==> src/rtl/key_enc_pkg.sv <==
// Shared types and constants for the debounced 8-to-3 push-key encoder.
// Pure declarations: no state, no latency, no flow control.
package key_enc_pkg;

  localparam int DEB_MAX_DEF = 1000000;
  localparam int CNT_W_DEF   = 20;

  // Active-low keys: all ones means nothing is pressed.
  localparam logic [7:0] KEYS_REL = 8'hFF;

  typedef logic [1:0] state_t;
  localparam state_t ST_IDLE      = 2'd0;
  localparam state_t ST_PRESS_DEB = 2'd1;
  localparam state_t ST_HELD      = 2'd2;
  localparam state_t ST_REL_DEB   = 2'd3;

  // Highest low bit wins; key[7] encodes to 0, key[0] to 7.
  function automatic logic [2:0] pri_code(input logic [7:0] keys);
    logic [2:0] c;
    c = 3'b000;
    for (int i = 0; i < 8; i++) begin
      if (!keys[i]) c = 3'(7 - i);
    end
    return c;
  endfunction

endpackage

==> src/rtl/key_debounce.sv <==
// Two-flop key synchronizer plus stable-run counter; sync is 2 cycles behind key.
// stable rises once the synced vector has held for DEB_MAX-1 counts; no backpressure.
module key_debounce
  import key_enc_pkg::*;
#(
  parameter int DEB_MAX = DEB_MAX_DEF,
  parameter int CNT_W   = CNT_W_DEF
) (
  input  logic       clk,
  input  logic       rst_n,
  input  logic [7:0] key,
  input  logic       clr,
  output logic [7:0] sync,
  output logic       stable
);

  localparam logic [CNT_W-1:0] CNT_TOP = CNT_W'(DEB_MAX - 1);

  logic [7:0]       meta_q, meta_d;
  logic [7:0]       sync_q, sync_d;
  logic [CNT_W-1:0] cnt_q, cnt_d;

  always_comb begin
    meta_d = key;
    sync_d = meta_q;
    cnt_d  = cnt_q;
    // meta_q != sync_q means the synced vector changes on this edge.
    if (clr || (meta_q != sync_q)) begin
      cnt_d = '0;
    end else if (cnt_q != CNT_TOP) begin
      cnt_d = cnt_q + CNT_W'(1);
    end
  end

  always_ff @(posedge clk or negedge rst_n) begin
    if (!rst_n) begin
      meta_q <= KEYS_REL;
      sync_q <= KEYS_REL;
      cnt_q  <= '0;
    end else begin
      meta_q <= meta_d;
      sync_q <= sync_d;
      cnt_q  <= cnt_d;
    end
  end

  assign sync   = sync_q;
  assign stable = (cnt_q == CNT_TOP);

endmodule

==> src/rtl/key_enc8_3.sv <==
// Debounced priority encoder for 8 active-low keys with one-cycle press strobe and led echo.
// press/valid rise DEB_MAX+3 edges after a clean key edge; all outputs registered, no backpressure.
module key_enc8_3
  import key_enc_pkg::*;
#(
  parameter int DEB_MAX = DEB_MAX_DEF,
  parameter int CNT_W   = CNT_W_DEF
) (
  input  logic       clk,
  input  logic       rst_n,
  input  logic [7:0] key,
  output logic [2:0] code,
  output logic       valid,
  output logic       press,
  output logic [7:0] led
);

  logic [7:0] sync;
  logic       stable;
  logic       clr;

  state_t     state_q, state_d;
  logic [2:0] code_q, code_d;
  logic       valid_q, valid_d;
  logic       press_q, press_d;
  logic [7:0] led_q, led_d;

  key_debounce #(
    .DEB_MAX (DEB_MAX),
    .CNT_W   (CNT_W)
  ) u_deb (
    .clk    (clk),
    .rst_n  (rst_n),
    .key    (key),
    .clr    (clr),
    .sync   (sync),
    .stable (stable)
  );

  always_comb begin
    state_d = state_q;
    code_d  = code_q;
    press_d = 1'b0;
    clr     = 1'b0;
    case (state_q)
      ST_IDLE: begin
        if (sync != KEYS_REL) begin
          state_d = ST_PRESS_DEB;
          clr     = 1'b1;
        end
      end
      ST_PRESS_DEB: begin
        if (sync == KEYS_REL) begin
          state_d = ST_IDLE;
        end else if (stable) begin
          state_d = ST_HELD;
          code_d  = pri_code(sync);
          press_d = 1'b1;
        end
      end
      ST_HELD: begin
        if (sync == KEYS_REL) begin
          state_d = ST_REL_DEB;
          clr     = 1'b1;
        end
      end
      default: begin
        // A key coming back during release debounce resumes the hold silently.
        if (sync != KEYS_REL) begin
          state_d = ST_HELD;
        end else if (stable) begin
          state_d = ST_IDLE;
        end
      end
    endcase
    valid_d = (state_d == ST_HELD) || (state_d == ST_REL_DEB);
    led_d   = valid_d ? ~(8'h80 >> code_d) : KEYS_REL;
  end

  always_ff @(posedge clk or negedge rst_n) begin
    if (!rst_n) begin
      state_q <= ST_IDLE;
      code_q  <= 3'b000;
      valid_q <= 1'b0;
      press_q <= 1'b0;
      led_q   <= KEYS_REL;
    end else begin
      state_q <= state_d;
      code_q  <= code_d;
      valid_q <= valid_d;
      press_q <= press_d;
      led_q   <= led_d;
    end
  end

  assign code  = code_q;
  assign valid = valid_q;
  assign press = press_q;
  assign led   = led_q;

endmodule

==> config.mk <==
export PLATFORM = sky130hd
export DESIGN_NAME = key_enc8_3
export DESIGN_NICKNAME = d
export VERILOG_FILES = /design/src/rtl/key_enc_pkg.sv /design/src/rtl/key_debounce.sv /design/src/rtl/key_enc8_3.sv
export SDC_FILE = /design/constraint.sdc
export NUM_CORES = 1
export LEC_CHECK = 0
export ABC_AREA = 1
export BUFFER_PORTS_ARGS = -buffer_cell sky130_fd_sc_hd__buf_2
export CAP_MARGIN = 5
export CORE_ASPECT_RATIO = 1.5
export CORE_MARGIN = 8
export CORE_UTILIZATION = 35
export CTS_CLUSTER_SIZE = 24
export DETAILED_ROUTE_END_ITERATION = 10
export PLACE_DENSITY = 0.58
export SKIP_CTS_REPAIR_TIMING = 1
export SYNTH_ARGS = -nofsm -noshare
export SYNTH_HDL_FRONTEND = slang
export SYNTH_SLANG_ARGS = --single-unit
==> constraint.sdc <==
create_clock -name clk -period 3.24 [get_ports clk]
set_input_delay 0.162 -clock clk [delete_from_list [all_inputs] [get_ports clk]]
set_output_delay 0.162 -clock clk [all_outputs]
set_load 0.02 [all_outputs]
# After elaboration in Yosys (flattened, before gate mapping)
# Cells that the tools add are included.
[totals]
register_bits = 51
in_bits = 10
output_inout_bits = 13
[op_classes]
addsub = 1
eq_ne = 9
shift = 1
muxes = 27
bitwise_logic = 1
n_reduce_logical = 4
[ops]
columns = ["operator", "n"]
rows = [
  ["20-bit two-way mux", 2],
  ["3-bit two-way mux", 11],
  ["20-bit by 1-bit adder with 20-bit output (second input constant)", 1],
  ["20-bit equality test (second input constant)", 1],
  ["20-bit inequality test (second input constant)", 1],
  ["2-bit two-way mux", 6],
  ["8-bit equality test (second input constant)", 1],
  ["8-bit two-way mux", 1],
  ["8-bit inequality test", 1],
  ["8-bit inequality test (second input constant)", 1],
  ["8-bit NOT", 1],
  ["8-bit by 3-bit >> shifter with 8-bit output (first input constant)", 1],
  ["2-bit equality test (second input constant)", 3],
  ["2-bit one-hot mux with 3 select lines", 1],
  ["1-bit two-way mux", 5],
  ["2-bit by 1-bit equality test with 1-bit output (second input constant)", 1],
  ["2-bit logical NOT", 1],
  ["1-bit logical OR", 2],
  ["1-bit one-hot mux with 2 select lines", 1],
  ["2-bit nonzero test", 1],
]

# Longest topological paths before layout
# Gate-level depths: netlist of the first run.
[depth]
ltp_word = 14
depth_mapped = 12
depth_no_buf = 12

# By module
# A second synthesis of the first run with hierarchy kept.
[unflattened]
hier_cells = 279
area_unflattened_um2 = 2462.4
[modules_own_cells]
columns = ["module", "instances", "cells_each", "area_per_inst_um2"]
rows = [
  ["key_debounce", 1, 212, 1759.2],
  ["key_enc8_3", 1, 67, 703.2],
]

# Least setup slack after synthesis of the first run
# OpenSTA, ideal clock, no wires.
[synth_path]
kind = "register -> register"
start = "register u_deb.sync_q[6] (netlist: u_deb.sync[6])"
end = "register u_deb.cnt_q[18]"
t_arrival_ns = 1.505
required_ns = 3.160
setup_slack_ns = 1.655
stages_incl_launch_ff = 10
n_path_buf = 1
period_less_slack_ns = 1.585
path_cell_list = "dfstp_2 nand2_1 nor2_2 nand2_2 xor2_1 nor2_1 inv_1 nand2_1 buf_4 nor3b_2"
[synth_between]
elab_chain_len = 5
elab_cells_between_ends = 9
classes_between = "3 x eq/ne; 4 x mux; 2 x reduce/logical"
[synth_lines]
columns = ["element", "line_no", "rtl"]
rows = [
  ["start, declared", "key_debounce.sv:20", "logic [7:0] sync_q, sync_d;"],
  ["start signal, assigned", "key_debounce.sv:42", "sync_q <= sync_d;"],
  ["8-bit equality test or 8-bit inequality test (tied branches)", "key_enc8_3.sv:62, key_enc8_3.sv:47", ""],
  ["1-bit two-way mux, on equally long branches", "key_enc8_3.sv:62, key_enc8_3.sv:47", ""],
  ["1-bit one-hot mux with 2 select lines", "key_enc8_3.sv:45", "case (state_q)"],
  ["1-bit logical OR *", "key_debounce.sv:28", "if (clr || (meta_q != sync_q)) begin"],
  ["20-bit two-way mux or 2-bit nonzero test (tied branches)", "--", ""],
  ["end signal, assigned", "key_debounce.sv:43", "cnt_q <= cnt_d;"],
  ["end, declared", "key_debounce.sv:21", "logic [CNT_W-1:0] cnt_q, cnt_d;"],
]
# Every way passes the cells marked *; elsewhere a longest branch is shown, timed or not.
# A chain may end at the register's enable or synchronous reset.

# Worst setup path in the final report of the first run
[layout_path]
start = "register u_deb.sync_q[1] (netlist: u_deb.sync[1])"
end = "register u_deb.cnt_q[19]"
# The elaborated chain is that of the path after synthesis.

==> flow_summary.yaml, run 1 <==
outcome:
  status: "completed"
grt:
  grt_pass1_wl_um: 9200
  antenna_found_initial: 0
  grt_pass1_vias: 2056
  track_usage_pct: 11.2
  grt_start_max_net_pins: 29
  grt_overflow: 0
cells_and_area:
  diodes: 0
  finalNetCount: 346
  syn2layout_area_growth_pct: 16.6
  fin_util_pct: 42.1
  final_common_cell: "nand2_1"
  drive_above_1_share_pct: 26.5
  final_cell_mix: "nand2_1 (75), nor2_1 (46), inv_1 (29)"
  final_area_mm2: 0.00290
yosys:
  synth.top_cells.by_area: "dfrtp_1 (27%), dfstp_2 (25%), nand2_1 (11%)"
  synth_cell_types: 30
  netlist_instances: 297
  synth_top_area_share_pct: 27.2
  synth-seq-cells: 51
  synth_warnings: 0
  avgSynthCellArea_um2: 8.38
  synth-seq-area-share_pct: 52.5
  syn_area_mm2: 0.00249
  synth_area_leader_cell: "dfrtp_1"
  syn_nets: 308
die:
  dieArea_mm2: 0.0101
  die_h_um: 119
  die_w_um: 84.8
  row_count: 37
  start_util_pct: 36.1
  ios: 23
  core-area_mm2: 0.00690
power_and_ir_drop:
  vdd_drop_max_mv: 0.266
  p_seq_share_pct: 57.9
  pwr_density_cell_mw_per_mm2: 395
  switching_share_pct: 21.6
  clkPwrFrac_pct: 38.2
  leakage_nw: 1.27
  intPower_mw: 0.900
  p_comb_share_pct: 4.0
  p_total_mw: 1.15
  power_switching_mw: 0.248
timing:
  worst_slack_ns: 1.25
  period_needed_ns: 1.99
  fmax_mhz: 502
  final.setup.tns_ns: 0
  hold_viol: 0
  setup_viol: 0
  maxSlewHeadroom_pct: 59.6
  finalCritPeriodShare_pct: 61.5
  rsz0062_at_grt: "no"
  finClkSkew_ns: 0.00446
  maxSlewViolCount: 0
  worst-slew-pin-transition_ns: 0.606
detailed_routing:
  drt-initial-drc-count: 121
  viasPerCell: 4.77
  drcViolationCount: 0
  routed_wl_um: 5410
  firstDrtPassIters: 4
  drt-wirelength-per-cell_um: 13.1
  antenna_left: 0
  via_count: 1973
critical_path:
  crit_fanout: 11
  slowest_delay_ns: 0.56
  crit_required_ns: 3.44
  crit_arrival_ns: 2.19
  worstSetupPathType: "reg -> reg"
  worstPathBufferInverterCount: 2
  cp-start-kind: "flop"
  crit_family: "simple AND/OR/NAND/NOR gates"
  path_cells: "nand2_1 -> nor2_1 -> nand2_2 -> xor2_1 -> nor2_1 -> inv_1 -> nand2_1 -> inv_2 -> nand2_1 -> nor2_1"
  critPathSlowestCell: "dfstp_2"
  end_kind: "flop"
placement:
  placed_area_mm2: 0.00270
  preCtsSetupSlack_ns: 1.23
  hpwl_um: 4090
  io_buffers: 22
  gp_congestion: 0.868
job:
  drv_cap: 0
clock_network:
  clock_latency_ns: 0.30
  cts-root-buf: "clkbuf_8"
  clock_path_buffers: 2
  htree_num_levels: 2
  cts_buffers: 5
  clock-sinks: 51
  clk_pin_slew_ns: 0.09
  cts_tree: "yes"
hold_path:
  hold_class: "reg -> reg"
==> state kept, by name (all words and copies together), names as in the netlist <==
| name | flops |
|---|---|
| led | 8 |
| press | 1 |
| state_q | 2 |
| valid | 1 |
| u_deb.sync | 8 |
| code | 3 |
| u_deb.cnt_q | 20 |
| u_deb.meta_q | 8 |
==> cell families after synthesis <==
kind of cell	share of synthesized area (%)
AO/OA/AOI/OAI	3.12
AND/OR/NAND/NOR	35.3
XOR/XNOR	2.82
flip-flops	52.5
buffers and inverters	5.73
adder cells (fa/ha/maj)	0.503
==> worst register-to-register path: cells and delay by family, from the launching register on <==
kind                      cells  cell delay (ns)
DFF                           1             0.56
buffers and inverters         2             0.23
and+or+nand+nor               7             0.94
xor gates and xnor gates      1             0.17
==> power by group through the flow <==
stage | logic (mW) | registers (mW) | clock network, mW
6_report | 0.0457 | 0.664 | 0.438
5_1_grt | 0.0534 | 0.666 | 0.485
4_1_cts | 0.0390 | 0.664 | 0.460
3_5_place_dp | 0.0390 | 0.676 | 0
3_3_place_gp | 0.0378 | 0.675 | 0
2_1_floorplan | 0.0167 | 0.674 | 0
==> routing by layer <==
layer	share of wire, %	global-route usage [%]	up-vias
li1	-	-	1008
met1	40	11.4	922
met2	54	21.0	30
met3	3.2	2.41	13
met4	2.5	5.49	0
met5	0	0	-
==> per-stage QoR <==
step / cells / hold WS, ns
floorplan: 297 / -0.134
global placement: 397 / 0.208
detailed placement: 397 / 0.220
CTS: 405 / -0.127
global route: 414 / 0.383
finish: 414 / 0.375
==> synth_stat cells <==
cell type  number
inv_2           7
nor3_1         15
nand3_1        15
a31oi_1         2
nand4_1         6
o21ai_0         2
or2_2           2
nor3b_1         1
nand3_2         2
dfstp_2        24
nor2_1         46
xor2_1          5
a21oi_1         8
nand3b_4        1
nor2_2          9
nand2_2         6
a21boi_0        1
dfrtp_1        27
nor3b_2         1
ha_1            1
inv_1          29
buf_4           1
nand2_1        75
nand2_4         1
nor3_2          1
nor2_4          3
and3_1          1
o211ai_1        1
and2_4          1
xnor2_1         3
==> cell type report <==
type,count,area [µm²]
Inverter,36,135
Tap cell,78,97.6
Multi-Input combinational cell,209,1040
Fill cell,690,4000
Clock inverter,1,8.76
Clock buffer,7,108
Sequential cell,51,1310
Timing Repair Buffer,32,208
==> path summary, 6_finish.rpt <==
kind | from | end | slack, ns | depth (start not counted)
worst max-delay path | u_deb.sync[1] | u_deb.cnt_q[19] | 1.25 | 10
worst min-delay path | u_deb.meta_q[3] | u_deb.sync[3] | 0.38 | 0
worst max register to register | u_deb.sync[1] | u_deb.cnt_q[19] | 1.25 | 10
worst min register to register | u_deb.meta_q[3] | u_deb.sync[3] | 0.38 | 0
max in group asynchronous | rst_n | led[1] | 2.07 | 3
min in group asynchronous | rst_n | u_deb.cnt_q[11] | 0.39 | 2
Note: power is estimated with default switching activity, not from simulation.
==> inputs of run 2 (changes only) <==
PLACE_DENSITY = 0.6   (was 0.58)
clock period = 1.7 ns   (was 3.24 ns; I/O delays follow)
==> run 2 against run 1 <==
Compared with the run above: sequential share of layout area decreased by 5.3 points; global-route usage about the same; wire length increased by 8.7%; register-to-register slack got worse by 1.2 ns; non-clock buffer count increased by 33; fmax increased by 20%; critical path depth decreased by 1; critical endpoint is now u_deb.cnt_q[18]; clock skew increased by 0.0062 ns.
==> flow_summary.yaml, run 2 (synthesis gave the netlist of run 1 again) <==
outcome:
  status: "completed"
die:
  start_util_pct: 36.1
  ios: 23
  dieArea_mm2: 0.0101
  core-area_mm2: 0.00690
  row_count: 37
  die_h_um: 119
  die_w_um: 84.8
critical_path:
  crit_required_ns: 1.94
  end_kind: "flop"
  crit_arrival_ns: 1.90
  worstSetupPathType: "reg -> reg"
  critPathSlowestCell: "dfstp_2"
  cp-start-kind: "flop"
  startpoint: "u_deb.sync[6]"
  path_cells: "nand2_1 -> nor2_4 -> nand2_2 -> xor2_1 -> nor2_1 -> inv_1 -> nand2_4 -> buf_8 -> nor3b_2"
  crit_fanout: 6
  reg2reg_from: "u_deb.sync[6]"
  slowest_delay_ns: 0.56
detailed_routing:
  routed_wl_um: 5880
  drt-wirelength-per-cell_um: 13.2
  drcViolationCount: 0
  viasPerCell: 4.82
  via_count: 2155
  drt-initial-drc-count: 107
  firstDrtPassIters: 4
  antenna_left: 0
timing:
  hold_viol: 0
  finalCritPeriodShare_pct: 97.6
  fmax_mhz: 603
  period_needed_ns: 1.66
  rsz0062_at_grt: "yes"
  maxSlewHeadroom_pct: 58.3
  setup_viol: 0
  finClkSkew_ns: 0.0107
  worst-slew-pin-transition_ns: 0.625
  maxSlewViolCount: 0
clock_network:
  clk_pin_slew_ns: 0.10
  htree_num_levels: 2
  cts-root-buf: "clkbuf_8"
  cts_buffers: 5
  clock_latency_ns: 0.31
  clock_path_buffers: 2
  clock-sinks: 51
  cts_tree: "yes"
grt:
  antenna_found_initial: 0
  grt_start_max_net_pins: 52
  grt_pass1_vias: 2191
  track_usage_pct: 11.2
  grt_pass1_wl_um: 9270
  grt_overflow: 0
cells_and_area:
  final_cell_mix: "nand2_1 (69), nor2_1 (38), buf_4 (32)"
  layout.cells.non_filler: 447
  syn2layout_area_growth_pct: 32.7
  multi_input_area_mm2: 0.00119
  max_flop_register: "u_deb.cnt_q"
  diodes: 0
  fill_cells: 654
  drive_above_1_share_pct: 42.0
  finalNetCount: 379
  final_common_cell: "nand2_1"
  regArea_mm2: 0.00131
  fin_util_pct: 47.9
  final_area_mm2: 0.00330
  largest_register_ffs: 20
hold_path:
  min_from: "u_deb.meta_q[0]"
  hold_class: "reg -> reg"
placement:
  gp_congestion: 0.893
  dp_cells: 420
  hpwl_um: 4270
  placed_area_mm2: 0.00287
  io_buffers: 22
job:
  drv_cap: 0
power_and_ir_drop:
  vdd_drop_max_mv: 0.550
  leakage_nw: 1.44
  pwr_density_cell_mw_per_mm2: 636
  p_total_mw: 2.10
## run 2: changes by cell type in the layout (fill, tap and decap cells not counted), moves of 3 or more
cell / before / now
nand2_2: 6 / 10
nor3_2: 1 / 8
inv_1: 29 / 26
nor2_2: 9 / 14
buf_4: 1 / 32
dfrtp_2: 0 / 5
nor2_4: 3 / 6
nor2_1: 46 / 38
nor3_1: 15 / 6
dfrtp_1: 27 / 22
nand2_1: 75 / 69
## run 2: metal layers
layer / track usage, % / up-vias / part of all wire (%)
met5: 0 / - / 0
met4: 6.49 / 0 / 3.1
met3: 1.93 / 16 / 2.2
met2: 21.6 / 35 / 57
met1: 10.8 / 1026 / 38
li1: - / 1078 / -
## run 2: layout make-up
| class | instances | area share (%) |
|---|---|---|
| clock buffer | 5 | 2.08 |
| multi-input combinational | 209 | 36.0 |
| sequential | 51 | 39.7 |
| tap | 78 | 2.96 |
| inverter | 36 | 4.40 |
| timing repair buffer | 65 | 14.1 |
| clock inverter | 3 | 0.682 |
## run 2: path summary, 6_finish.rpt
kind	end	slack (ns)	cells after the start
max reg2reg	u_deb.cnt_q[18]	0.04	9
min	u_deb.sync[0]	0.38	0
max	u_deb.cnt_q[18]	0.04	9
min in group asynchronous	u_deb.cnt_q[12]	0.40	3
max in group asynchronous	u_deb.cnt_q[7]	0.85	3
min reg2reg	u_deb.sync[0]	0.38	0
## run 2: power by group
group	leakage (nW)	internal, mW	total [mW]	switching, mW
logic	0.770	0.0492	0.106	0.0570
clock network	0.0489	0.299	0.726	0.428
registers	0.616	1.25	1.27	0.0171
total	1.44	1.60	2.10	0.502
## run 2: worst max-delay path, delay by kind of cell (launching register included)
family / cells / cell delay (ns)
xor+xnor: 1 / 0.18
buf+inv: 2 / 0.28
flops: 1 / 0.56
simple gates: 6 / 0.57
## run 2: stage by stage
step                      TNS (ns)  hold slack, ns  setup WS [ns]
after detailed placement   -0.0824           0.191        -0.0383
after CTS                   -0.319          -0.141        -0.0480
after global placement           0           0.189         0.0108
after global routing        -0.746           0.381        -0.0694
final                            0           0.376         0.0410
after floorplan                  0          -0.211          0.115
==> inputs of run 3 (changes only) <==
REMOVE_ABC_BUFFERS = 1   (was unset)
==> run 3 against run 2 <==
Compared with the run above: the run now ends with negative setup slack left; first-iteration DRC count shrank 21%; highest routed layer unchanged; critical endpoint is now led[1]; clock-buffer cell count is the same; final cell count shrank 2.2%; sequential share of layout area grew 1.5 points; die area is the same; design area shrank 3.4%.
==> flow_summary.yaml, run 3 (synthesis gave the netlist of run 1 again) <==
outcome:
  status: "finished, violations left"
  violations: "negative setup slack"
critical_path:
  cp-start-kind: "flop"
  end_kind: "flop"
  slowest_delay_ns: 0.46
  cp_common_cell: "nand2_1"
  crit_fanout: 5
  worstSetupPathType: "reg -> reg"
  path_cells: "inv_4 -> nand2_1 -> nor2_1 -> nand2_1 -> nor2_1 -> nand4_1 -> nand2_1 -> nand2_2 -> and2_4 -> nand2_2"
  critPathSlowestCell: "dfrtp_2"
  reg2reg_from: "u_deb.cnt_q[13]"
  startpoint: "u_deb.cnt_q[13]"
  crit_arrival_ns: 1.95
  crit_required_ns: 1.95
detailed_routing:
  viasPerCell: 4.74
  via_count: 2070
  drcViolationCount: 0
  drt-wirelength-per-cell_um: 12.6
  routed_wl_um: 5530
  firstDrtPassIters: 4
  drt-initial-drc-count: 84
  antenna_left: 0
power_and_ir_drop:
  leakage_nw: 1.38
  p_comb_share_pct: 5.1
  p_total_mw: 2.09
  power_switching_mw: 0.491
  switching_share_pct: 23.5
  intPower_mw: 1.60
  clkPwrFrac_pct: 34.3
  vdd_drop_max_mv: 0.669
  pwr_density_cell_mw_per_mm2: 655
  p_seq_share_pct: 60.6
placement:
  gp_congestion: 0.869
  hpwl_um: 4240
  io_buffers: 22
  preCtsSetupSlack_ns: 0.00137
  placed_area_mm2: 0.00284
timing:
  hold_ws_ns: 0.256
  final.setup.tns_ns: -0.00391
  maxSlewViolCount: 0
  worst_slack_ns: -0.00391
  maxSlewHeadroom_pct: 69.7
  finClkSkew_ns: 0.00849
  finalCritPeriodShare_pct: 100
  worst-slew-pin-transition_ns: 0.455
  setup_viol: 1
  rsz0062_at_grt: "yes"
  period_needed_ns: 1.70
  hold_viol: 0
  fmax_mhz: 587
cells_and_area:
  diodes: 0
  largest_register_ffs: 20
  fill_cells: 657
  drive_above_1_share_pct: 39.6
  final_area_mm2: 0.00319
  finalNetCount: 369
  max_flop_register: "u_deb.cnt_q"
  multi_input_area_mm2: 0.00114
  final_cell_mix: "nand2_1 (68), nor2_1 (42), inv_1 (27)"
  regArea_mm2: 0.00132
  syn2layout_area_growth_pct: 28.3
  final_common_cell: "nand2_1"
die:
  die_w_um: 84.8
  dieArea_mm2: 0.0101
  die_h_um: 119
  row_count: 37
  ios: 23
  start_util_pct: 36.1
  core-area_mm2: 0.00690
clock_network:
  htree_num_levels: 2
  clock-sinks: 51
  clock_path_buffers: 2
  clk_pin_slew_ns: 0.10
  cts-root-buf: "clkbuf_8"
  cts_buffers: 5
  cts_tree: "yes"
  clock_latency_ns: 0.31
job:
  drv_cap: 0
hold_path:
  hold_class: "in -> async"
grt:
  grt_start_max_net_pins: 27
  grt_pass1_wl_um: 9360
  grt_pass1_vias: 2199
  track_usage_pct: 11.3
  grt_overflow: 0
  antenna_found_initial: 0
## run 3: cell count changes in the layout (fill, tap and decap cells not counted), moves of 3 or more
| cell | change |
|---|---|
| buf_4 | -10 |
| nor2_1 | +4 |
| nor2_2 | -3 |
| nor3_1 | +3 |
## run 3: per-layer routing
metal,GRT usage [%],vias to the layer above,part of all wire [%]
met2,21.4,45,55
met4,6.05,0,3.5
met3,2.48,16,3.3
met5,0,-,0
li1,-,1056,-
met1,11.0,953,38
## run 3: per-stage QoR
stage | utilization, % | std cells
floorplan | - | 296
global placement | 41.1 | 414
detailed placement | 41.1 | 414
CTS | 42.4 | 422
global route | 46.3 | 437
finish | 46.3 | 437
## run 3: path summary, 6_finish.rpt
check	slack, ns	endpoint	depth (start not counted)
max	-0.004	led[1]	10
min reg2reg	0.38	u_deb.sync[7]	0
max reg2reg	-0.004	led[1]	10
min	0.26	u_deb.cnt_q[19]	2
min in group clk	0.38	u_deb.sync[7]	0
max in group asynchronous	0.88	led[1]	3
## run 3: power groups by stage
stage / Sequential, mW / Combinational (mW) / Clock [mW]
after detailed placement: 1.29 / 0.0825 / 0
final: 1.27 / 0.107 / 0.717
after floorplan: 1.28 / 0.0316 / 0
after CTS: 1.27 / 0.0826 / 0.746
after global routing: 1.27 / 0.122 / 0.782
after global placement: 1.29 / 0.0808 / 0
## run 3: layout make-up
type	instances	share of cell area, %
flip-flops and latches	51	41.2
multi-input cells	209	35.8
repair buffers	55	12.5
inverters	36	4.47
well taps	78	3.06
clock buffers	5	2.16
clock inverters	3	0.706
## run 3: critical path: cells and delay by family, from the launching register on
kind          cells  cell delay (ns)
simple gates      9             1.11
flops             1             0.46
buf+inv           1             0.09
